--- src/rtl/fetch_unit_if.sv ---
// Instruction-memory request/acknowledge bus between the fetch stage and imem.
// Latency: none, this is wiring only. The bus carries no combinational paths of its own.
// Backpressure: imem stretches a request by withholding imem_ack, and the fetch side holds imem_addr until then.
//
// Ports (modport master = fetch side, modport slave = memory side):
//   imem_req    fetch -> mem  a request is active this cycle
//   imem_addr   fetch -> mem  request address, stable while imem_req & ~imem_ack
//   imem_ack    mem -> fetch  imem_rdata is valid for the current request
//   imem_rdata  mem -> fetch  instruction word, meaningful only with imem_ack
interface fetch_unit_if;
    logic        imem_req;
    logic [31:0] imem_addr;
    logic        imem_ack;
    logic [31:0] imem_rdata;

    modport master (
        output imem_req,
        output imem_addr,
        input  imem_ack,
        input  imem_rdata
    );

    modport slave (
        input  imem_req,
        input  imem_addr,
        output imem_ack,
        output imem_rdata
    );
endinterface

--- src/rtl/fetch_unit.sv ---
// Fetch stage: owns the PC, issues imem requests and loads the F/D latch.
// Latency: one edge from imem_ack to F/D. Back-to-back acks deliver one instruction per cycle.
// Backpressure: decode stall holds F/D. An ack taken under stall is parked in a one-entry skid buffer.
//
// Ports:
//   clock, reset_n      rising-edge clock and synchronous active-low reset
//   imem                fetch_unit_if.master: imem_req/imem_addr out, imem_ack/imem_rdata in
//   pc_next             next PC from the next-PC logic. It is sampled only on an F/D load,
//                       on a skid-buffer release, or on a flush.
//   stall               decode hazard. F/D holds unless a flush is also present.
//   flushJ, flushB      jump/JR/BEX and taken-branch redirects. flushJ | flushB has
//                       priority over stall and ack.
//   pc                  architectural fetch PC
//   fd_pc, fd_ir        F/D latch contents
//   fd_valid            F/D holds a real instruction
//   perf_fetched        (FETCH_PERF_EN only) count of F/D loads, wraps at 2^32
//   perf_bubbles        (FETCH_PERF_EN only) count of bubble cycles, wraps at 2^32
//
// Optional feature macro: FETCH_PERF_EN adds the two performance counters.
// When the macro is undefined, the counter ports and the counters are removed.
module fetch_unit #(
    parameter logic [31:0] RESET_PC = 32'h0000_0000,
    parameter logic [31:0] NOP      = 32'h0000_0000
) (
    input  logic         clock,
    input  logic         reset_n,
    fetch_unit_if.master imem,
    input  logic [31:0]  pc_next,
    input  logic         stall,
    input  logic         flushJ,
    input  logic         flushB,
    output logic [31:0]  pc,
    output logic [31:0]  fd_pc,
    output logic [31:0]  fd_ir,
    output logic         fd_valid
`ifdef FETCH_PERF_EN
    ,
    output logic [31:0]  perf_fetched,
    output logic [31:0]  perf_bubbles
`endif
);

    // BOOT : the cycle after reset. No request is issued yet.
    // REQ  : a request for req_addr_q (== pc_q) is outstanding.
    // HOLD : an ack arrived under stall. The word sits in the skid buffer and no request is issued.
    // KILL : a redirect happened while a request was in flight. The request stays
    //        on the bus, unchanged, until its ack arrives, and its data is dropped.
    typedef enum logic [1:0] {
        S_BOOT = 2'd0,
        S_REQ  = 2'd1,
        S_HOLD = 2'd2,
        S_KILL = 2'd3
    } state_t;

    state_t      state_q;
    logic [31:0] pc_q;
    logic [31:0] req_addr_q;
    logic        req_q;
    logic [31:0] fd_pc_q;
    logic [31:0] fd_ir_q;
    logic        fd_valid_q;
    logic [31:0] buf_pc_q;
    logic [31:0] buf_ir_q;
    logic        buf_vld_q;

    // Per-cycle decode of what happens to the F/D latch at the next edge.
    logic flush;
    logic ack_in_req;
    logic ack_in_kill;
    logic load_mem;
    logic load_buf;
    logic fd_load;
    logic bubble;

    always_comb begin
        flush       = flushJ | flushB;
        // An ack is only meaningful while a request is on the bus. A late ack in
        // BOOT or HOLD (req low) is ignored.
        ack_in_req  = (state_q == S_REQ)  & imem.imem_ack;
        ack_in_kill = (state_q == S_KILL) & imem.imem_ack;
        load_mem    = ack_in_req & ~flush & ~stall;
        load_buf    = (state_q == S_HOLD) & buf_vld_q & ~flush & ~stall;
        fd_load     = load_mem | load_buf;
        // A flush always bubbles F/D, even under stall. Otherwise stall freezes F/D.
        bubble      = ~fd_load & (flush | ~stall);
    end

    always_ff @(posedge clock) begin
        if (!reset_n) begin
            state_q    <= S_BOOT;
            pc_q       <= RESET_PC;
            req_addr_q <= RESET_PC;
            req_q      <= 1'b0;
            fd_pc_q    <= 32'h0000_0000;
            fd_ir_q    <= NOP;
            fd_valid_q <= 1'b0;
            buf_pc_q   <= 32'h0000_0000;
            buf_ir_q   <= NOP;
            buf_vld_q  <= 1'b0;
        end else begin
            // F/D latch
            if (load_mem) begin
                fd_pc_q    <= pc_q;
                fd_ir_q    <= imem.imem_rdata;
                fd_valid_q <= 1'b1;
            end else if (load_buf) begin
                fd_pc_q    <= buf_pc_q;
                fd_ir_q    <= buf_ir_q;
                fd_valid_q <= 1'b1;
            end else if (bubble) begin
                fd_ir_q    <= NOP;
                fd_valid_q <= 1'b0;
            end

            // PC / request sequencing
            case (state_q)
                S_BOOT: begin
                    state_q <= S_REQ;
                    req_q   <= 1'b1;
                    if (flush) begin
                        // Nothing is in flight yet, so redirect the first request directly.
                        pc_q       <= pc_next;
                        req_addr_q <= pc_next;
                    end else begin
                        req_addr_q <= pc_q;
                    end
                end

                S_REQ: begin
                    if (flush) begin
                        pc_q <= pc_next;
                        if (imem.imem_ack) begin
                            // The old request completes this cycle, so the
                            // redirected one can go out immediately.
                            req_addr_q <= pc_next;
                        end else begin
                            // The old address must stay on the bus until its ack arrives.
                            state_q <= S_KILL;
                        end
                    end else if (imem.imem_ack) begin
                        if (stall) begin
                            buf_pc_q  <= pc_q;
                            buf_ir_q  <= imem.imem_rdata;
                            buf_vld_q <= 1'b1;
                            req_q     <= 1'b0;
                            state_q   <= S_HOLD;
                        end else begin
                            pc_q       <= pc_next;
                            req_addr_q <= pc_next;
                        end
                    end
                end

                S_HOLD: begin
                    if (flush || !stall) begin
                        // On a flush the buffered word is discarded. On a release it
                        // moves into F/D through load_buf. Either way fetch resumes at pc_next.
                        buf_vld_q  <= 1'b0;
                        pc_q       <= pc_next;
                        req_addr_q <= pc_next;
                        req_q      <= 1'b1;
                        state_q    <= S_REQ;
                    end
                end

                S_KILL: begin
                    if (flush) begin
                        pc_q <= pc_next;
                        if (imem.imem_ack) begin
                            req_addr_q <= pc_next;
                            state_q    <= S_REQ;
                        end
                    end else if (imem.imem_ack) begin
                        // The stale word is dropped. pc already holds the redirect target.
                        req_addr_q <= pc_q;
                        state_q    <= S_REQ;
                    end
                end

                default: begin
                    state_q <= S_BOOT;
                    req_q   <= 1'b0;
                end
            endcase
        end
    end

`ifdef FETCH_PERF_EN
    logic [31:0] perf_fetched_q;
    logic [31:0] perf_bubbles_q;

    always_ff @(posedge clock) begin
        if (!reset_n) begin
            perf_fetched_q <= 32'h0000_0000;
            perf_bubbles_q <= 32'h0000_0000;
        end else begin
            if (fd_load) begin
                perf_fetched_q <= perf_fetched_q + 32'd1;
            end
            if (bubble) begin
                perf_bubbles_q <= perf_bubbles_q + 32'd1;
            end
        end
    end

    assign perf_fetched = perf_fetched_q;
    assign perf_bubbles = perf_bubbles_q;
`endif

    // Unused-state check: ack_in_kill is kept for readability of the KILL decode only.
    logic unused_ok;
    assign unused_ok = ack_in_kill & ack_in_req;

    assign imem.imem_req  = req_q;
    assign imem.imem_addr = req_addr_q;
    assign pc             = pc_q;
    assign fd_pc          = fd_pc_q;
    assign fd_ir          = fd_ir_q;
    assign fd_valid       = fd_valid_q;

endmodule

--- src/flat_wrapper.sv ---
// flat-port wrapper written by rule: the top's interface ports become plain ports
module fetch_unit_flat 
#(
    parameter logic [31:0] RESET_PC = 32'h0000_0000,
    parameter logic [31:0] NOP      = 32'h0000_0000
)
  (clock, reset_n, pc_next, stall, flushJ, flushB, pc, fd_pc, fd_ir, fd_valid, imem_imem_req, imem_imem_addr, imem_imem_ack, imem_imem_rdata);
  fetch_unit_if imem_i ();
  input  logic clock;
  input  logic reset_n;
  input  logic [31:0] pc_next;
  input  logic stall;
  input  logic flushJ;
  input  logic flushB;
  output logic [31:0] pc;
  output logic [31:0] fd_pc;
  output logic [31:0] fd_ir;
  output logic fd_valid;
  output wire logic [$bits(imem_i.imem_req)-1:0] imem_imem_req;
  output wire logic [$bits(imem_i.imem_addr)-1:0] imem_imem_addr;
  input wire logic [$bits(imem_i.imem_ack)-1:0] imem_imem_ack;
  input wire logic [$bits(imem_i.imem_rdata)-1:0] imem_imem_rdata;
  assign imem_imem_req = imem_i.imem_req;
  assign imem_imem_addr = imem_i.imem_addr;
  assign imem_i.imem_ack = imem_imem_ack;
  assign imem_i.imem_rdata = imem_imem_rdata;
  fetch_unit #(.RESET_PC(RESET_PC), .NOP(NOP)) u_core (.clock(clock), .reset_n(reset_n), .imem(imem_i), .pc_next(pc_next), .stall(stall), .flushJ(flushJ), .flushB(flushB), .pc(pc), .fd_pc(fd_pc), .fd_ir(fd_ir), .fd_valid(fd_valid));
endmodule
--- config.mk ---
export PLATFORM = sky130hd
export DESIGN_NAME = fetch_unit_flat
export DESIGN_NICKNAME = d
export VERILOG_FILES = /design/src/rtl/fetch_unit_if.sv /design/src/rtl/fetch_unit.sv /design/src/flat_wrapper.sv
export SDC_FILE = /design/constraint.sdc
export NUM_CORES = 1
export LEC_CHECK = 0
export ABC_AREA = 0
export CORE_MARGIN = 2
export CORE_UTILIZATION = 40
export DETAILED_ROUTE_END_ITERATION = 6
export GPL_ROUTABILITY_DRIVEN = 1
export PLACE_DENSITY = 0.69
export SETUP_SLACK_MARGIN = 0.1
export SYNTH_ARGS = -nofsm -noshare
export SYNTH_HDL_FRONTEND = slang
export SYNTH_SLANG_ARGS = --single-unit
--- constraint.sdc ---
create_clock -name clock -period 1.9 [get_ports clock]
set_input_delay 0.38 -clock clock [delete_from_list [all_inputs] [get_ports clock]]
set_output_delay 0.38 -clock clock [all_outputs]
set_load 0.1 [all_outputs]
Word-level counts from Yosys, hierarchy flattened
Cells that the tools add are included.
{ "classes": {"n_reduce_logical": 14, "bitwise_logic": 13, "eq_ne": 13, "n_mux": 36} }
{ "op_table": {"columns": ["op", "n"], "rows": [
  ["$mux 32", 14],
  ["$pmux 32 s4", 1],
  ["$pmux 32 s3", 1],
  ["$reduce_and 5->1", 3],
  ["$mux 2", 6],
  ["$ne 3x2->1 const B", 4],
  ["$mux 1", 11],
  ["$ne 2x2->1 const B", 5],
  ["$pmux 2 s4", 1],
  ["$reduce_and 4->1", 2],
  ["$and 1x1->1", 7],
  ["$reduce_bool 3->1", 2],
  ["$eq 2x2->1 const B", 2],
  ["$reduce_bool 2->1", 2],
  ["$ne 3x3->1 const B", 1],
  ["$not 1->1", 3],
  ["$or 1x1->1", 3],
  ["$pmux 1 s3", 1],
  ["$reduce_and 3->1", 1],
  ["$eq 2x1->1 const B", 1],
  ["$logic_not 2->1", 1],
  ["$pmux 1 s2", 1],
  ["$reduce_or 2->1", 1],
  ["$logic_not 1->1", 1],
  ["$logic_or 1x1->1", 1]
]} }
{ "totals": {"wordCells": 86, "inputBits": 70, "register_bits": 197, "out_inout_bits": 130} }

Logic depth before layout (Yosys ltp)
{ "logic_depth": {"ltp_word": 10, "depth_mapped": 9, "ltp_nobuf": 6} }

Least setup slack after synthesis
No wires, ideal clock.
{ "synth_path": {"kind": "reg2reg", "start": "reg u_core.state_q[1]", "end": "reg u_core.req_addr_q[19], in the netlist u_core.imem.imem_addr[19]", "t_required_ps": 1781, "period_less_slack_ps": 1912, "setup_time_ps": 119, "arrival_time_ps": 1793, "path_buffers": 2, "stages_incl_launch_ff": 9, "slack_ps": -12, "cell_sequence": "dfxtp_1 > inv_1 > ha_1 > buf_2 > or2_0 > clkbuf_1 > o221ai_1 > o211ai_1 > a32o_1"} }
{ "synth_via": {"elab_chain_cells": 3} }
{ "synth_lines": {"columns": ["element", "line", "text"], "rows": [
  ["start: declaration", "fetch_unit.sv:55", "state_t state_q;"],
  ["start signal: assignment", "fetch_unit.sv:90", "state_q <= S_BOOT;"],
  ["start signal: assignment", "fetch_unit.sv:118", "state_q <= S_REQ;"],
  ["start signal: assignment", "fetch_unit.sv:138", "state_q <= S_KILL;"],
  ["$eq 2x2->1, or another cell as far along", null, null],
  ["$ne 3x2->1 (no source line) or $ne 2x2->1 (tied branches)", null, null],
  ["$reduce_and 4->1 (no source line)", null, null],
  ["end signal: assignment", "fetch_unit.sv:123", "req_addr_q <= pc_next;"],
  ["end signal: assignment", "fetch_unit.sv:125", "req_addr_q <= pc_q;"],
  ["end signal: assignment", "fetch_unit.sv:135", "req_addr_q <= pc_next;"],
  ["end: declaration", "fetch_unit.sv:57", "logic [31:0] req_addr_q;"]
]} }
Parallel ways exist; a longest one is shown, timed or not.
A chain may end at the register's enable or synchronous reset.

Final worst setup path
{ "layout_path": {"start": "reg u_core.state_q[0]", "end": "reg u_core.req_addr_q[6], in the netlist u_core.imem.imem_addr[6]"} }
Same word-level chain as after synthesis.

==> impl_metrics.json <==
{
  "outcome": "complete, no violations",
  "dp_slack_ns": -0.3798,
  "yosys_most_used_dff": "dfxtp_1",
  "path_class": "reg2reg",
  "netSwitchingFraction_pct": 36.19,
  "tritoncts.num_buffers": 17,
  "htree_levels": 4,
  "insertion_delay_ns": 0.44,
  "cts_sinks": 197,
  "dp_cells": 1493,
  "dieArea_um2": 23200,
  "utilization_pct": 60.91,
  "grt_pass1_wl_um": 46140,
  "drt_iter0_drc": 778,
  "overflow": 0,
  "yosys_warnings": 0,
  "final_cell_count_no_fill": 1556,
  "port_buffers": 199,
  "cts_max_path_buffers": 2,
  "antenna_found_initial": 2,
  "p_sw_mw": 4.356,
  "endpoint_kind": "register",
  "synth_seq_area_share_pct": 44.82,
  "critPathRequiredTime_ns": 2.22,
  "grt_pass1_vias": 8349,
  "rsz0062_at_grt": "yes",
  "synth_cells": 1037,
  "io_pins": 200,
  "synth_area_um2": 8798,
  "netlist_top_cells_area": "dfxtp_1 45%, nand2_1 11%, mux2i_1 7.3%",
  "start_kind": "register",
  "ys_ff_latch": 197,
  "die_y_um": 152.3,
  "worstHoldPathType": "reg2reg",
  "final_layout_size_suffix_gt1_share_pct": 25.82,
  "hpwl_um": 18270,
  "cts_tree": "built",
  "finalHoldViolations": 0,
  "cts.clk_slew.worst_paths_ns": 0.07,
  "regArea_um2": 3951,
  "crit_path_max_fanout": 14,
  "clkPwrFrac_pct": 31.1,
  "design.core.area_um2": 21690,
  "postLayoutSetupSlackWorst_ns": 0.06871,
  "setup_viol": 0,
  "power_frac_comb_pct": 30.4,
  "slew_headroom_pct": 56.41,
  "synth_commonest_cells": "261 x nand2_1, 197 x dfxtp_1, 87 x a21oi_1, 72 x nor2_1, 64 x mux2i_1",
  "fin_crit_sh_pct": 96.38,
  "p_leak_nw": 5.009,
  "yosysTopAreaCell": "dfxtp_1",
  "row_count": 54,
  "area_delta_synth_final_pct": 50.14,
  "slew_viol_final": 0,
  "cts_root_buffer": "clkbuf_16",
  "vias_per_cell": 5.854,
  "seq_power_share_pct": 38.4,
  "drc": 0,
  "track_usage_pct": 24.42,
  "power_density_nw_per_um2": 911.3,
  "vias": 9109,
  "syn_avg_cell_area_um2": 8.485,
  "fin_nets": 1338,
  "finClkSkew_ns": 0.01208,
  "die_w_um": 152.3,
  "critPathArrivalTime_ns": 2.15,
  "internal-power_mw": 7.681,
  "cts_hold_buffers": 0,
  "grt_start_max_net_pins": 134,
  "maxCapViolCount": 0,
  "fmax_mhz": 546.1,
  "synth_top_area_share_pct": 44.82,
  "n_fill_cell": 1750,
  "yosysMostFrequentCell": "nand2_1",
  "peakVddDrop_v": 0.0006907,
  "async_reset_ff_share_pct": 0,
  "first_pass_iters": 6,
  "tns_ns": 0,
  "ys_types": 41,
  "syn_nets": 1114,
  "ant_nets": 0,
  "tightest_slew_ns": 0.6538,
  "gp_congestion": 0.8550,
  "synth-edff-count": 0,
  "initial_core_util_pct": 40.57,
  "routed_wl_um": 31300,
  "avgRoutedWirePerCell_um": 20.12,
  "hold_slack_ns": 0.4573,
  "fin_crit_ns": 1.831,
  "multiInputGateArea_um2": 4656
}
[flip-flops by register name (all words and copies together), names as in the netlist]
signal / cells
u_core.imem.imem_req: 1
u_core.fd_pc: 32
u_core.buf_ir_q: 32
u_core.fd_ir: 32
u_core.state_q: 2
u_core.fd_valid: 1
u_core.pc: 32
u_core.imem.imem_addr: 32
u_core.buf_pc_q: 32
u_core.buf_vld_q: 1
[per-layer routing]
layer  global-route usage, %  up-vias  part of all wire, %
li1                        -     4186                    -
met1                   32.07     4388                   41
met2                   38.89      471                   47
met3                   6.940       64                   10
met4                   7.877        0                  2.5
met5                       0        -                    0
[through the flow]
| step | power, mW | instance area [um2] |
|---|---|---|
| after floorplan | 6.813 | 8831 |
| after global placement | 7.979 | 11830 |
| after detailed placement | 8.018 | 11830 |
| after CTS | 11.90 | 12770 |
| after global routing | 12.45 | 13210 |
| final | 12.04 | 13210 |
[repair_timing]
action,4_1_cts,5_1_grt
resized for setup,30,48
buffers inserted,12,2
cloned,5,10
pin swaps,15,47
hold endpoints to repair,0,0
endpoints found under the setup margin,90,131
[power by group through the flow]
| stage | sequential, mW | combinational (mW) | clock, mW |
|---|---|---|---|
| finish | 4.63 | 3.66 | 3.75 |
| global route | 4.65 | 3.80 | 4.00 |
| CTS | 4.62 | 3.48 | 3.80 |
| detailed placement | 4.70 | 3.31 | 0 |
| global placement | 4.70 | 3.28 | 0 |
| floorplan | 5.90 | 0.915 | 0 |
[path summary, 6_finish.rpt]
check | from | endpoint | slack [ns] | depth (start not counted)
hold / removal | u_core.buf_pc_q[16] | u_core.buf_pc_q[16] | 0.46 | 2
setup / recovery | u_core.state_q[0] | u_core.imem.imem_addr[6] | 0.07 | 6
hold reg to reg | u_core.buf_pc_q[16] | u_core.buf_pc_q[16] | 0.46 | 2
setup reg to reg | u_core.state_q[0] | u_core.imem.imem_addr[6] | 0.07 | 6
[area by class of cell]
cell class,count,area share [%]
clock inverter,14,1.269
antenna,2,0.03789
multi-input combinational,721,35.24
inverter,26,0.7577
tap,280,2.652
sequential,197,29.91
clock buffer,18,3.324
timing repair buffer,298,26.80
[worst max-delay path, stage by stage, from the launching register on]
cell and delay (ns):
dfxtp_4 0.38, ha_4 0.18, nor3b_2 0.17, buf_12 0.15
a221o_1 0.33, a221o_1 0.26, a32o_1 0.26
[cell families (layout without fill, tap and decap cells)]
logic type	Yosys count	in the layout	share of synthesized area, %
mux	64	64	7.281
fa+ha+maj	7	7	0.9954
flops	197	197	44.82
other cells	0	2	0
buf+inv	123	356	6.442
simple gates	382	386	17.66
compound gates	264	264	22.80
[layout by cell type (no fill, tap or decap), types with 3 or more instances in the layout]
master	netlist	routed
nand3_1	33	33
or2_4	0	6
clkdlybuf4s50_1	0	67
buf_6	7	7
mux2i_1	64	63
ha_4	0	4
buf_4	4	138
a221o_1	21	21
dfxtp_1	197	195
nor2_1	72	68
and2_4	0	3
clkbuf_16	0	25
nand2_1	261	258
a32o_2	0	3
a211oi_1	33	32
nor2_4	0	4
buf_12	0	74
a21oi_1	87	85
o221ai_2	0	22
a32o_1	32	29
o211ai_1	23	23
a222oi_1	32	32
inv_1	25	23
inv_6	0	4
Power figures use the tool's default switching activity.
